`src/rtl/nway_cache_control_pkg.sv`:
```
// Shared types and helpers for the N-way cache controller.
package cache_ctrl_pkg;

  typedef enum logic [1:0] {
    CHECK     = 2'd0,
    WRITEBACK = 2'd1,
    FILL      = 2'd2
  } state_t;

  // Datapath write-source select
  localparam logic [1:0] DS_FILL = 2'b00;
  localparam logic [1:0] DS_CPU  = 2'b01;
  localparam logic [1:0] DS_NONE = 2'b11;

  // Way index width that never collapses to zero bits
  function automatic int idx_w(input int n);
    return (n > 1) ? $clog2(n) : 1;
  endfunction

endpackage

```
`src/rtl/nway_cache_control_if.sv`:
```
// CPU-side request handshake plus pmem burst handshake.
// master: the CPU/memory side; slave: the cache controller.
interface nway_cache_control_if;
  logic mem_read;
  logic mem_write;
  logic mem_resp;
  logic pmem_resp;
  logic pmem_read;
  logic pmem_write;

  modport master (output mem_read, mem_write, pmem_resp,
                  input  mem_resp, pmem_read, pmem_write);
  modport slave  (input  mem_read, mem_write, pmem_resp,
                  output mem_resp, pmem_read, pmem_write);
endinterface

```
`src/rtl/nway_cache_control_plru.sv`:
```
// Tree-PLRU helper: heap-indexed tree, node 0 is the root,
// a bit of 0 means the victim lies in the lower-index subtree.
module plru_tree
  import cache_ctrl_pkg::*;
#(
  parameter  int WAYS = 4,
  localparam int IW   = idx_w(WAYS)
) (
  input  logic [WAYS-2:0] lru_in,
  input  logic [IW-1:0]   acc_way,
  output logic [WAYS-2:0] lru_out,
  output logic [IW-1:0]   victim
);

  // Walk the accessed way's path and point every node away from it
  always_comb begin
    int n;
    n       = 0;
    lru_out = lru_in;
    for (int l = 0; l < IW; l++) begin
      lru_out[n] = ~acc_way[IW-1-l];
      n = 2 * n + 1 + int'(acc_way[IW-1-l]);
    end
  end

  // Follow the tree bits from the root down to the victim leaf
  always_comb begin
    int   n;
    logic b;
    n      = 0;
    b      = 1'b0;
    victim = '0;
    for (int l = 0; l < IW; l++) begin
      b = lru_in[n];
      victim[IW-1-l] = b;
      n = 2 * n + 1 + int'(b);
    end
  end

endmodule

```
`src/rtl/nway_cache_control.sv`:
```
// Control FSM for an N-way set-associative write-back cache with
// tree-PLRU replacement and saturating hit/miss/write-back counters.
module nway_cache_control
  import cache_ctrl_pkg::*;
#(
  parameter  int WAYS  = 4,
  parameter  int CNT_W = 32,
  localparam int IW    = idx_w(WAYS)
) (
  input  logic             clk,
  input  logic             rst_n,
  nway_cache_control_if.slave bus,
  input  logic [WAYS-1:0]  hit_way,
  input  logic [WAYS-1:0]  valid_way,
  input  logic [WAYS-1:0]  dirty_way,
  input  logic [WAYS-2:0]  lru_in,
  output logic             lru_load,
  output logic [WAYS-2:0]  lru_out,
  output logic [IW-1:0]    way_sel,
  output logic             tag_load,
  output logic             valid_load,
  output logic             dirty_load,
  output logic             dirty_in,
  output logic [1:0]       data_sel,
  output logic             wb_addr_sel,
  output logic [CNT_W-1:0] hit_cnt,
  output logic [CNT_W-1:0] miss_cnt,
  output logic [CNT_W-1:0] wb_cnt
);

  state_t          state;
  logic [IW-1:0]   victim_q;
  logic [IW-1:0]   hit_idx;
  logic [IW-1:0]   plru_victim;
  logic [IW-1:0]   miss_victim;
  logic [WAYS-2:0] lru_next;
  logic            req;
  logic            hit;
  logic            victim_dirty;

  // Requests are masked during reset so no strobe can leak out
  assign req          = (bus.mem_read | bus.mem_write) & rst_n;
  assign hit          = |hit_way;
  assign victim_dirty = valid_way[miss_victim] & dirty_way[miss_victim];

  plru_tree #(.WAYS(WAYS)) u_plru (
    .lru_in  (lru_in),
    .acc_way (hit_idx),
    .lru_out (lru_next),
    .victim  (plru_victim)
  );

  // Lowest-index hitting way wins if more than one matches
  always_comb begin
    hit_idx = '0;
    for (int i = WAYS - 1; i >= 0; i--)
      if (hit_way[i]) hit_idx = IW'(i);
  end

  // Fill an empty way first; only evict by PLRU when the set is full
  always_comb begin
    miss_victim = plru_victim;
    for (int i = WAYS - 1; i >= 0; i--)
      if (!valid_way[i]) miss_victim = IW'(i);
  end

  // State, registered victim and saturating counters
  always_ff @(posedge clk or negedge rst_n) begin
    if (!rst_n) begin
      state    <= CHECK;
      victim_q <= '0;
      hit_cnt  <= '0;
      miss_cnt <= '0;
      wb_cnt   <= '0;
    end else begin
      case (state)
        CHECK: if (req) begin
          if (hit) begin
            if (hit_cnt != {CNT_W{1'b1}}) hit_cnt <= hit_cnt + CNT_W'(1);
          end else begin
            victim_q <= miss_victim;
            if (miss_cnt != {CNT_W{1'b1}}) miss_cnt <= miss_cnt + CNT_W'(1);
            state <= victim_dirty ? WRITEBACK : FILL;
          end
        end
        WRITEBACK: if (bus.pmem_resp) begin
          if (wb_cnt != {CNT_W{1'b1}}) wb_cnt <= wb_cnt + CNT_W'(1);
          state <= FILL;
        end
        FILL: if (bus.pmem_resp) state <= CHECK;
        default: state <= CHECK;
      endcase
    end
  end

  // Datapath strobes; hits complete in the same cycle as the request
  always_comb begin
    bus.mem_resp   = 1'b0;
    bus.pmem_read  = 1'b0;
    bus.pmem_write = 1'b0;
    lru_load       = 1'b0;
    lru_out        = '0;
    way_sel        = victim_q;
    tag_load       = 1'b0;
    valid_load     = 1'b0;
    dirty_load     = 1'b0;
    dirty_in       = 1'b0;
    data_sel       = DS_NONE;
    wb_addr_sel    = 1'b0;
    case (state)
      CHECK: if (req && hit) begin
        bus.mem_resp = 1'b1;
        way_sel      = hit_idx;
        lru_load     = 1'b1;
        lru_out      = lru_next;
        if (bus.mem_write) begin
          dirty_load = 1'b1;
          dirty_in   = 1'b1;
          data_sel   = DS_CPU;
        end
      end
      WRITEBACK: begin
        bus.pmem_write = 1'b1;
        wb_addr_sel    = 1'b1;
      end
      FILL: begin
        bus.pmem_read = 1'b1;
        data_sel      = DS_FILL;
        if (bus.pmem_resp) begin
          tag_load   = 1'b1;
          valid_load = 1'b1;
          dirty_load = 1'b1;
        end
      end
      default: ;
    endcase
  end

  // A tag array should never report more than one matching way
  hit_onehot_a: assert property (@(posedge clk) disable iff (!rst_n)
    (state == CHECK && req) |-> $onehot0(hit_way));

endmodule
```
`src/flat_wrapper.sv`:
```
// flat-port wrapper written by rule: the top's interface ports become plain ports
module nway_cache_control_flat import cache_ctrl_pkg::*;
#(
  parameter  int WAYS  = 4,
  parameter  int CNT_W = 32,
  localparam int IW    = idx_w(WAYS)
)
  (clk, rst_n, hit_way, valid_way, dirty_way, lru_in, lru_load, lru_out, way_sel, tag_load, valid_load, dirty_load, dirty_in, data_sel, wb_addr_sel, hit_cnt, miss_cnt, wb_cnt, bus_mem_read, bus_mem_write, bus_pmem_resp, bus_mem_resp, bus_pmem_read, bus_pmem_write);
  nway_cache_control_if bus_i ();
  input  logic clk;
  input  logic rst_n;
  input  logic [WAYS-1:0] hit_way;
  input  logic [WAYS-1:0] valid_way;
  input  logic [WAYS-1:0] dirty_way;
  input  logic [WAYS-2:0] lru_in;
  output logic lru_load;
  output logic [WAYS-2:0] lru_out;
  output logic [IW-1:0] way_sel;
  output logic tag_load;
  output logic valid_load;
  output logic dirty_load;
  output logic dirty_in;
  output logic [1:0] data_sel;
  output logic wb_addr_sel;
  output logic [CNT_W-1:0] hit_cnt;
  output logic [CNT_W-1:0] miss_cnt;
  output logic [CNT_W-1:0] wb_cnt;
  input wire logic [$bits(bus_i.mem_read)-1:0] bus_mem_read;
  input wire logic [$bits(bus_i.mem_write)-1:0] bus_mem_write;
  input wire logic [$bits(bus_i.pmem_resp)-1:0] bus_pmem_resp;
  output wire logic [$bits(bus_i.mem_resp)-1:0] bus_mem_resp;
  output wire logic [$bits(bus_i.pmem_read)-1:0] bus_pmem_read;
  output wire logic [$bits(bus_i.pmem_write)-1:0] bus_pmem_write;
  assign bus_i.mem_read = bus_mem_read;
  assign bus_i.mem_write = bus_mem_write;
  assign bus_i.pmem_resp = bus_pmem_resp;
  assign bus_mem_resp = bus_i.mem_resp;
  assign bus_pmem_read = bus_i.pmem_read;
  assign bus_pmem_write = bus_i.pmem_write;
  nway_cache_control #(.WAYS(WAYS), .CNT_W(CNT_W)) u_core (.clk(clk), .rst_n(rst_n), .bus(bus_i), .hit_way(hit_way), .valid_way(valid_way), .dirty_way(dirty_way), .lru_in(lru_in), .lru_load(lru_load), .lru_out(lru_out), .way_sel(way_sel), .tag_load(tag_load), .valid_load(valid_load), .dirty_load(dirty_load), .dirty_in(dirty_in), .data_sel(data_sel), .wb_addr_sel(wb_addr_sel), .hit_cnt(hit_cnt), .miss_cnt(miss_cnt), .wb_cnt(wb_cnt));
endmodule
```
`config.mk`:
```
export PLATFORM = sky130hd
export DESIGN_NAME = nway_cache_control_flat
export DESIGN_NICKNAME = d
export VERILOG_FILES = /design/src/rtl/nway_cache_control_pkg.sv /design/src/rtl/nway_cache_control_if.sv /design/src/rtl/nway_cache_control_plru.sv /design/src/rtl/nway_cache_control.sv /design/src/flat_wrapper.sv
export SDC_FILE = /design/constraint.sdc
export NUM_CORES = 1
export LEC_CHECK = 0
export ABC_AREA = 1
export ABC_CLOCK_PERIOD_IN_PS = 1900
export BUFFER_PORTS_ARGS = -buffer_cell sky130_fd_sc_hd__buf_4
export CORE_MARGIN = 1.5
export CORE_UTILIZATION = 38
export CTS_CLUSTER_DIAMETER = 30
export DETAILED_ROUTE_END_ITERATION = 10
export SLEW_MARGIN = 10
export SYNTH_ARGS = -nofsm -noshare
export SYNTH_HDL_FRONTEND = slang
export SYNTH_HIERARCHICAL = 1
export SYNTH_SLANG_ARGS = --single-unit
```
`constraint.sdc`:
```
create_clock -name clk -period 1.9 [get_ports clk]
set_input_delay 0.57 -clock clk [delete_from_list [all_inputs] [get_ports clk]]
set_output_delay 0.57 -clock clk [all_outputs]
set_load 0.01 [all_outputs]
```
---- Word level (Yosys, flattened, before mapping) ----
Index checks and enable logic that the tools add are counted.
word-level totals
  register bits ........................... 100
  input bits .............................. 20
cells by class
  add/subtract/negate cells ............... 5
  $lt $le $gt $ge ......................... 4
  equality and inequality tests ........... 9
  mux-type cells .......................... 41
  bitwise operators ....................... 6
  reduce and logical (&&, ||, !) cells .... 9
operators with widths
  kind                     count
  $add A32 B1 Y32 const B  3
  $ne A32 B32 Y1 const B   3
  $mux W2                  17
  $mux W1                  14
  $reduce_and A4 Y1        3
  $lt A2 B3 Y1 const B     3
  $bmux W1 S2              3
  $mux W3                  2
  $ne A2 B2 Y1 const B     3
  $pmux W2 S3              1
  $reduce_and A3 Y1        2
  $add A1 B1 Y2 const A    2
  $pmux W2 S2              1
  $reduce_or A4 Y1         1
  $bwmux W3                1
  $not A1 Y1               3
  $and A1 B1 Y1            2
  $demux W1 S2             1
  $eq A2 B1 Y1 const B     1
  $eq A2 B2 Y1 const B     1
  $ge A2 B1 Y1 const B     1
  $logic_and A1 B1 Y1      2
  $logic_not A2 Y1         1
  $ne A2 B1 Y1 const B     1
  other kinds (2)          2

---- Logic depth before layout (Yosys ltp) ----
  word-level depth ........................ 15
  mapped depth ............................ 13
  mapped depth without buffers ............ 13

---- By module ----
Netlist, hierarchy kept.
modules (own cells, without submodules)
  module              times used  cells an instance  area each (µm²)  sequential area each (µm²)
  nway_cache_control  1           1,054              6,811.5          2,502.4
  plru_tree           1           12                 50.0             0.0

---- Least setup slack after synthesis ----
No wires, ideal clock.
  kind .................................... input -> output
  start point ............................. input port bus_mem_read
  end point ............................... output port lru_out[0]
  data arrival time ....................... 1.355 ns
  required time ........................... 1.330 ns
  setup slack ............................. -0.025 ns
  cell stages on the path ................. 6
  buffers on the path ..................... 0
  cells stage by stage .................... inv_1 nand2_1 nand3_1 nor2_2 inv_1 nor2_1
on the way
  word-level cells in the longest chain between the ends .. 5
RTL lines
  what                 line                       RTL
  start: declaration   flat_wrapper.sv:28         input wire logic [$bits(bus_i.mem_read)-1:0] bus_mem_read;
  $or A1 B1 Y1         nway_cache_control.sv:42   assign req = (bus.mem_read | bus.mem_write) & rst_n;
  $and A1 B1 Y1        nway_cache_control.sv:42
  $logic_and A1 B1 Y1  nway_cache_control.sv:111  CHECK: if (req && hit) begin
  $mux W3              nway_cache_control.sv:111
  $mux W3              nway_cache_control.sv:110  case (state)
  end: declaration     flat_wrapper.sv:17         output logic [WAYS-2:0] lru_out;
Every way passes these cells.

---- Worst setup path in the final report ----
  start point ............................. register u_core.state[1]
  end point ............................... output port way_sel[1]
on the way
  word-level cells in the longest chain between the ends .. 2
RTL lines
  what                      line                       RTL
  start: declaration        nway_cache_control.sv:31   state_t state;
  start signal: assignment  nway_cache_control.sv:83   state <= victim_dirty ? WRITEBACK : FILL;
  $logic_not A2 Y1          nway_cache_control.sv:110
  $mux W2                   nway_cache_control.sv:110
  end: declaration          flat_wrapper.sv:18         output logic [IW-1:0] way_sel;
Every way passes these cells.

==> PnR_summary.wiki <==
{| class="wikitable"
! Metric !! Value
|-
| Number of port buffers || 131
|-
| Clock Sinks || 100
|-
| Hold Violations, Final || 0
|-
| Final non-filler cell total || 1494
|-
| Critical path buffers and inverters || 2
|-
| Crit path cell chain || nor2_2 > nand3_2 > buf_4 > o22a_1 > buf_4
|-
| Count of synthesis-stage warnings from yosys || 6
|-
| Initial Util || 0.393
|-
| Busiest grt layer || met2
|-
| Std cell rows || 48
|-
| Chip width || 137 um
|-
| GPL Wtd Cong || 0.877
|-
| Reg2reg end || u_core/wb_cnt[5]$_DFFE_PN0P_
|-
| Most frequent cells in the layout || nand2_1, buf_4, nor2_1
|-
| Clk_skew || 0.0103 ns
|-
| DRC viols || 0
|-
| Hold buffer count at cts || 0
|-
| Via count of the first global-routing pass || 6496
|-
| Fin Hold WS || 0.116 ns
|-
| Startpoint of the most critical register-to-register path || u_core/wb_cnt[0]$_DFFE_PN0P_
|-
| Reported leakage power || 4.52 nW
|-
| First-pass GRT wire length || 32100 um
|-
| Violations in the final reports || setup timing
|-
| Layout overhead on the synthesized area || 30.0%
|-
| Tightest Pin Transition || 0.718 ns
|-
| Final worst slack || -0.175 ns
|-
| Syn avg cell area || 6.44 um2
|-
| Peak clock frequency supported by timing || 482 MHz
|-
| Clock latency on the worst-skew pair || 0.35 ns
|-
| Number of distinct library cells after synthesis || 29
|-
| Data required time at the worst endpoint || 1.33 ns
|-
| Worst Reg2Reg Path Length in Cells || 9
|-
| Die Y || 137 um
|-
| P per Cell Area || 597 mW/mm2
|-
| Netlist area before placement || 0.00686 mm2
|-
| Library cell contributing the largest single delay on the critical path || dfrtp_1
|-
| Worst Hold Class || input pin to asynchronous set/reset pin
|-
| Final wirelength || 19600 um
|-
| Endpoint kind of the worst setup timing path || output port
|-
| Routed wirelength normalized by instance count || 13.1 um
|-
| Gate count after technology mapping || 1066
|-
| Global router's overall resource usage || 0.216
|-
| IR Drop Worst-Case VDD || 0.396 mV
|-
| Layout cells sized above 1 || 0.217
|-
| Global routing met2 resource utilization || 0.368
|-
| Final worst path period need || 2.07 ns
|-
| HPWL after detailed placement || 15100 um
|-
| Max-slew headroom at the worst pin || 0.521
|-
| Setup TNS Final || -1.07 ns
|-
| Final net count || 1288
|-
| Synth Net Count || 1089
|-
| Kind of cell with the highest combined delay on the critical path || flip-flops
|-
| CP peak stage delay || 0.40 ns
|-
| Fraction of the yosys area taken by sequential cells || 0.365
|-
| Global routing met1 resource utilization || 0.284
|-
| Number of buffers created by CTS || 9
|-
| Flops & latches, synth || 100
|-
| Vias per std cell || 4.76
|-
| Largest net degree at the start of global routing || 55
|-
| Status || complete, but fails checks
|-
| Final number of setup-violating endpoints || 9
|-
| Number of pins with negative max-slew slack in the final report || 0
|-
| Most frequent standard cell in the layout excluding fill and tap cells || nand2_1
|-
| Overflow left after global routing || 0
|-
| TritonCTS clock tree || built
|-
| Max-cap check violation count || 0
|-
| I/O pins || 132
|-
| Yosys top cell area share || 0.365
|-
| Highest fanout seen on the critical path || 3
|-
| Core footprint || 0.0175 mm2
|-
| Setup repair after global routing missed its margin || true
|-
| Cell mode on critical path || buf_4
|-
| Crit Path Class || flop to output port
|-
| Leading cell types by total area after synthesis || dfrtp_1, nand2_1, nor2_1
|-
| Data arrival time of the critical path || 1.50 ns
|-
| DIE AREA || 0.0189 mm2
|-
| Iteration-0 DRC Markers || 347
|-
| Reg2reg setup slack || 0.18 ns
|-
| Synth area leader || dfrtp_1
|-
| GRT met3 Usage || 0.0276
|-
| Clock-pin slew reported for the worst setup and hold paths after clock tree synthesis || 0.07 ns
|-
| Number of vias after detailed routing || 7107
|-
| Maximum level of the CTS H-tree || 3
|-
| Tcrit/Tclk final || 1.09
|-
| Worst Setup Start Kind || flop
|-
| Root buf cell || clkbuf_16
|-
| Number of antenna violations at the first check in global routing || 0
|-
| Pwr Total || 5.32 mW
|-
| Longest Clk Path Bufs || 2
|-
| Placed cell count || 1475
|-
| Antenna diodes || 0
|-
| First-pass iteration count of the detailed router || 5
|-
| Post-route ant nets || 0
|}
-- state kept, by name, summed over array words and instances, names as in the netlist --
register	flops
u_core/state	2
u_core/hit_cnt	32
u_core/victim_q	2
u_core/wb_cnt	32
u_core/miss_cnt	32
-- power by group --
part / switching (mW) / internal, mW
Combinational: 0.667 / 0.583
Sequential: 0.127 / 2.24
Clock: 0.821 / 0.881
Total: 1.61 / 3.71
-- cells in the mapped netlist --
library cell / number
inv_2: 6
a21oi_1: 6
buf_4: 7
nor2_4: 5
o21ai_0: 16
ha_1: 3
nand3_1: 27
nand3b_1: 40
o21ai_1: 3
o22ai_1: 1
inv_1: 62
xor2_1: 14
nor2_1: 150
dfrtp_1: 100
buf_12: 1
nand3_2: 2
nand2_2: 14
xnor2_1: 30
buf_2: 4
and2_1: 1
nor2_2: 7
nand4_1: 6
inv_4: 1
nand2_1: 546
nand2_4: 2
o22a_1: 1
buf_6: 8
nor3_1: 2
nor2_8: 1
-- worst reg2reg max path, delay by kind of cell, from the launching register on --
kind            cells  cell delay (ns)
simple gates        6             0.74
flops               1             0.36
fa+ha+maj           1             0.23
buf+inv             1             0.18
compound gates      1             0.10
-- metrics by stage --
step                      worst slack, ns  instance area, um2  utilization
after global routing               -0.239                8920        0.510
after floorplan                    0.0289                6870            -
final                              -0.175                8920        0.510
after detailed placement           -0.197                8500        0.486
after global placement             -0.166                8500        0.486
after CTS                          -0.180                8860        0.507
-- worst max path at each step --
| stage | to | startpoint | depth (start not counted) |
|---|---|---|---|
| after floorplan | lru_out[1] | hit_way[1] | 7 |
| after detailed placement | way_sel[0] | hit_way[1] | 10 |
| after CTS | way_sel[0] | u_core/state[0]$_DFFE_PN0P_ | 7 |
| after global routing | lru_out[0] | u_core/state[1]$_DFFE_PN0P_ | 6 |
| after global placement | lru_out[1] | hit_way[1] | 9 |
| final | way_sel[1] | u_core/state[1]$_DFFE_PN0P_ | 5 |
-- logic make-up after synthesis --
| logic type | share of synthesized area |
|---|---|
| simple gates | 0.489 |
| flops | 0.365 |
| buf+inv | 0.0647 |
| xor+xnor | 0.0562 |
| compound gates | 0.0204 |
| fa+ha+maj | 0.00547 |
-- what timing repair did --
item / CTS / global route
endpoints found under the setup margin: 13 / 65
buffers inserted: 3 / 1
gates resized for setup: 26 / 17
pin swaps: 7 / 8
-- layer usage --
metal | vias to the layer above | wire, um
met3 | 20 | 826
li1 | 3663 | -
met5 | - | 0
met2 | 152 | 9310
met1 | 3272 | 9010
met4 | 0 | 413
-- layout make-up --
cell class	instances	area, um2
fill	1798	8560
multi-input combinational	877	3990
sequential	100	2500
timing repair buffer	208	1610
tap	225	282
inverter	69	272
clock buffer	11	233
clock inverter	4	27.5
No activity file was read; power rests on OpenSTA's default activity.
